`config.mk`:
```
export PLATFORM = sky130hd
export DESIGN_NAME = seq_divider
export DESIGN_NICKNAME = d
export VERILOG_FILES = /design/src/rtl/seq_divider.sv
export SDC_FILE = /design/constraint.sdc
export NUM_CORES = 1
export LEC_CHECK = 0
export CELL_PAD_IN_SITES_DETAIL_PLACEMENT = 1
export CELL_PAD_IN_SITES_GLOBAL_PLACEMENT = 1
export CORE_ASPECT_RATIO = 0.9
export CORE_UTILIZATION = 37
export DETAILED_ROUTE_END_ITERATION = 16
export HOLD_SLACK_MARGIN = 0.15
export PLACE_DENSITY = 0.83
export SLEW_MARGIN = 0
export SYNTH_ARGS = -nofsm -noshare
export SYNTH_HDL_FRONTEND = slang
export SYNTH_SLANG_ARGS = --single-unit
export TNS_END_PERCENT = 1
```
`constraint.sdc`:
```
create_clock -name clk -period 2.9 [get_ports clk]
set_input_delay 0.29 -clock clk [delete_from_list [all_inputs] [get_ports clk]]
set_output_delay 0.29 -clock clk [all_outputs]
set_load 0.01 [all_outputs]
```
`src/rtl/seq_divider.sv`:
```
//==============================================================================
// Module      : seq_divider
// Description : 16/8 unsigned restoring divider, one quotient bit per cycle.
//               Optional macro SEQ_DIVIDER_DBZ_EN enables a divide-by-zero fast path.
// Revision    : 1.0 - initial release
//==============================================================================
`default_nettype none

module seq_divider (
    input  logic        clk,
    input  logic        rst,
    input  logic        start,
    input  logic [15:0] dividend,
    input  logic [7:0]  divisor,
    output logic [15:0] quotient,
    output logic [7:0]  remainder,
    output logic        busy,
    output logic        done,
    output logic        dbz
);

    typedef enum logic [1:0] {
        S_IDLE = 2'd0,
        S_RUN  = 2'd1,
        S_DONE = 2'd2
    } state_t;

    state_t      r_state;
    state_t      w_next;
    logic [15:0] r_dvd;
    logic [7:0]  r_dvs;
    logic [3:0]  r_cnt;
    logic        w_accept;
    logic        w_last;
    logic        w_fast;
    logic [8:0]  w_partial;
    logic        w_ge;
    logic [7:0]  w_diff;

`ifdef SEQ_DIVIDER_DBZ_EN
    logic r_dbz;
    assign w_fast = r_dbz;
    assign dbz    = r_dbz;
`else
    assign w_fast = 1'b0;
    assign dbz    = 1'b0;
`endif

    assign w_accept  = start && (r_state != S_RUN);
    assign w_last    = (r_cnt == 4'd15);
    assign w_partial = {remainder, r_dvd[15]};
    assign w_ge      = (w_partial >= {1'b0, r_dvs});
    // When the subtract is taken the difference always fits in 8 bits.
    assign w_diff    = w_partial[7:0] - r_dvs;

    assign busy = (r_state == S_RUN) && !w_fast;
    assign done = (r_state == S_DONE);

    always_ff @(posedge clk) begin
        if (rst) begin
            r_state <= S_IDLE;
        end else begin
            r_state <= w_next;
        end
    end

    always_comb begin
        w_next = r_state;
        case (r_state)
            S_IDLE:  if (start) w_next = S_RUN;
            S_RUN:   if (w_last || w_fast) w_next = S_DONE;
            S_DONE:  w_next = start ? S_RUN : S_IDLE;
            default: w_next = S_IDLE;
        endcase
    end

    always_ff @(posedge clk) begin
        if (rst) begin
            r_dvd     <= 16'd0;
            r_dvs     <= 8'd0;
            r_cnt     <= 4'd0;
            quotient  <= 16'd0;
            remainder <= 8'd0;
`ifdef SEQ_DIVIDER_DBZ_EN
            r_dbz     <= 1'b0;
`endif
        end else if (w_accept) begin
            r_dvd     <= dividend;
            r_dvs     <= divisor;
            r_cnt     <= 4'd0;
            quotient  <= 16'd0;
            remainder <= 8'd0;
`ifdef SEQ_DIVIDER_DBZ_EN
            r_dbz     <= (divisor == 8'd0);
`endif
        end else if (r_state == S_RUN) begin
            r_dvd     <= {r_dvd[14:0], 1'b0};
            quotient  <= {quotient[14:0], w_ge};
            remainder <= w_ge ? w_diff : w_partial[7:0];
            r_cnt     <= r_cnt + 4'd1;
`ifdef SEQ_DIVIDER_DBZ_EN
            // Zero divisor skips the iteration and loads the saturated result.
            if (r_dbz) begin
                quotient  <= 16'hFFFF;
                remainder <= r_dvd[7:0];
            end
`endif
        end
    end

endmodule

`default_nettype wire
```
==> reports/results.tsv <==
stage	metric	value	unit
status	status	finished clean	
worst_setup_path	crit_type	register to register	
sta	fin_hold_ws	0.461	ns
synth	synthMuxAreaShare	0.0756	
synth	synth_ff_type	dfxtp_1	
sta	setup_tns	0	ns
die	io_pins	54	
synth	synthCells	301	
cells_and_area	drive_above_1_share	0.0490	
job	drv_cap	0	
place	port_buffers	52	
worst_setup_path	worst_setup_path_end_kind	register	
global_routing	antenna_found_initial	0	
worst_setup_path	critical-path-top-delay-family	simple AND/OR/NAND/NOR gates	
power_and_ir_drop	power.density	531	nW/um^2
sta	tightest_slew	0.544	ns
synth	synth_seq_cells	54	
synth	synth-simple-area-share	0.193	
clock_tree	clk_pin_slew	0.11	ns
sta	slew_headroom	0.636	
route	drt_pass1_iterations	4	
worst_setup_path	crit_slowest_cell	or4_1	
worst_setup_path	crit_required	3.15	ns
synth	ys_async_sr_fraction	0	
worst_setup_path	slowest_delay	0.58	ns
clock_tree	cts_resized	0	
synth	ys_seq_area_frac	0.430	
worst_setup_path	worstSetupStartpointType	register	
synth	yosys_warnings	0	
power_and_ir_drop	power.share.switching	0.292	
die	die_w	88.9	microns
clock_tree	numClockSinks	54	
clock_tree	cts_inserted_buffers	5	
die	core-area	6590	sq um
die	start_util	0.382	
cells_and_area	n_fill_cell	815	
sta	layout_min_cycle_time	2.25	ns
place	dp_hpwl	4730	microns
global_routing	grt_max_degree	43	
synth	synth.avg_cell_area	8.36	sq um
cells_and_area	antenna_cells	0	
synth	yosysTopAreaCell	dfxtp_1	
clock_tree	post-cts-setup-buffers	0	
clock_tree	clockBufferDepth	2	
synth	yosysTopAreaCellShare	0.430	
power_and_ir_drop	pwr-share-clk	0.302	
power_and_ir_drop	comb_power_share	0.224	
worst_setup_path	crit_fanout	9	
global_routing	grt.overflow.total	0	
clock_tree	htreeDepth	2	
sta	period_share	0.774	
sta	drv_slew	0	
power_and_ir_drop	power.internal	1.21	mW
cells_and_area	nNetsFinal	383	
die	std_cell_rows	28	
die	die_y	80.2	microns
global_routing	track_usage	0.193	
worst_setup_path	critPathArrivalTime	2.50	ns
route	drt_wl_total	6620	microns
route	drtIter0Drc	85	
synth	syn_area	2510	sq um
route	viasPerCell	5.18	
sta	rsz0062_at_grt	false	
clock_tree	clk_latency	0.31	ns
clock_tree	cts_hold_buf	0	
synth	synth-xor-area-share	0.0209	
synth	yosys.cell_types.count	41	
sta	clock_skew	0.0108	ns
worst_setup_path	worstPathCellList	inv_1, ha_1, nand2_1, nor2_1, a211oi_1, and2_1, or4_1, o21ai_1	
clock_tree	cts_tree	yes	
route	vias	2262	
cells_and_area	area_delta_synth_final	28.1	%
synth	synthTopCellsByArea	dfxtp_1, mux2i_1, nand2_1	
power_and_ir_drop	irDropWorstVdd	227	uV
synth	synth_compound_area_frac	0.179	
clock_tree	cts_root_buf	clkbuf_8	
worst_hold_path	hp-class	register to register	
route	wl_per_cell	15.2	microns
sta	setup_viol	0	
synth	synth-adder-area-share	0.0527	
power_and_ir_drop	p_seq_frac	0.473	
route	post-route-drc-count	0	
place	gp_congestion	0.871	
die	dieArea	7130	sq um
synth	synth_nets	338	
power_and_ir_drop	p_leak	1.20	nW
worst_setup_path	crit_buf_inv	1	
global_routing	grt_pass1_vias	2253	
route	drtAntennaViolNets	0	
synth	synth_top_family_by_area	simple AND/OR/NAND/NOR gates	
power_and_ir_drop	power_switching	0.499	mW
synth	synth_edf_count	0	
global_routing	grt_pass1_wl	10600	microns
sta	fmax	445	MHz
sta	hold_viol	0	
[final cells by class]
class,count,area [sq um],area share
tap,90,113,0.0350
clock inverter,1,30.0,0.00932
timing repair buffer,58,566,0.176
sequential,54,1080,0.336
inverter,10,37.5,0.0117
clock buffer,7,76.3,0.0237
multi-input combinational,217,1320,0.409
[cell usage after synthesis, drive strengths merged (2+ instances only)]
cell type,count
mux2i,19
nand2,48
nand2b,3
nand4,3
nand3,12
o21ai,10
nor2,24
clkbuf,12
or4,3
a21oi,34
o311ai,4
o211a,2
xor2,3
xnor2,3
buf,8
ha,9
nor2b,4
a211oi,17
or2,5
dfxtp,54
inv,10
[power groups by stage]
stage | clock [mW] | sequential, mW | combinational [mW]
after global placement | 0 | 0.824 | 0.363
after detailed placement | 0 | 0.826 | 0.377
after global routing | 0.548 | 0.813 | 0.423
after CTS | 0.526 | 0.809 | 0.385
final | 0.517 | 0.809 | 0.383
after floorplan | 0 | 0.820 | 0.256
[logic make-up after synthesis]
group                    Yosys count
adder cells (fa/ha/maj)           10
AND/OR/NAND/NOR                  108
multiplexers                      19
flip-flops                        54
AO/OA/AOI/OAI                     73
other                              1
XOR/XNOR                           6
buffers and inverters             30
[metrics by stage]
step / instance area, sq um / utilization / setup WS, ns / power [mW] / cells
floorplan: 2510 / - / 0.891 / 1.08 / 301
global placement: 3110 / 0.473 / 0.836 / 1.19 / 429
detailed placement: 3110 / 0.473 / 0.751 / 1.20 / 429
CTS: 3220 / 0.489 / 0.636 / 1.72 / 437
global route: 3220 / 0.489 / 0.525 / 1.78 / 437
finish: 3220 / 0.489 / 0.654 / 1.71 / 437
[final timing paths]
kind | startpoint | endpoint | slack [ns] | depth (start not counted)
worst max-delay path | r_dvs[5]$_SDFFE_PP0P_ | remainder[5]$_SDFFE_PP0P_ | 0.65 | 8
worst min-delay path | quotient[15]$_SDFFE_PP0P_ | quotient[15]$_SDFFE_PP0P_ | 0.46 | 2
worst max register to register | r_dvs[5]$_SDFFE_PP0P_ | remainder[5]$_SDFFE_PP0P_ | 0.65 | 8
worst min register to register | quotient[15]$_SDFFE_PP0P_ | quotient[15]$_SDFFE_PP0P_ | 0.46 | 2
[cell usage in the layout (no fill, tap or decap), drive strengths merged, types with 2 or more instances in the layout]
master	n
dfxtp	54
clkdlybuf4s50	52
nand2	48
a21oi	34
nor2	24
mux2i	19
a211oi	17
nand3	12
inv	10
o21ai	10
ha	9
clkbuf	7
buf	6
or2	5
nor2b	4
o311ai	4
xnor2	3
or4	3
xor2	3
nand4	3
nand2b	3
o211a	2
[worst min-delay path, delay by kind of cell, from the launching register on]
family | cells | cell delay, ns
compound gates | 1 | 0.05
flops | 1 | 0.32
simple gates | 1 | 0.05
[routing by layer]
layer  vias up  share of wire  track usage  wire (microns)
met4         0          0.013       0.0565              83
li1       1137              -            -               -
met1      1070           0.45        0.234            3000
met5         -              0            0               0
met2        45           0.49        0.339            3260
met3        10          0.041       0.0432             274
[sequential cells by signal, summed over array words and instances, names as in the netlist]
signal / cells
r_cnt: 4
quotient: 16
r_dvs: 8
remainder: 8
r_state: 2
r_dvd: 16
(Power assumes the default switching activity.)
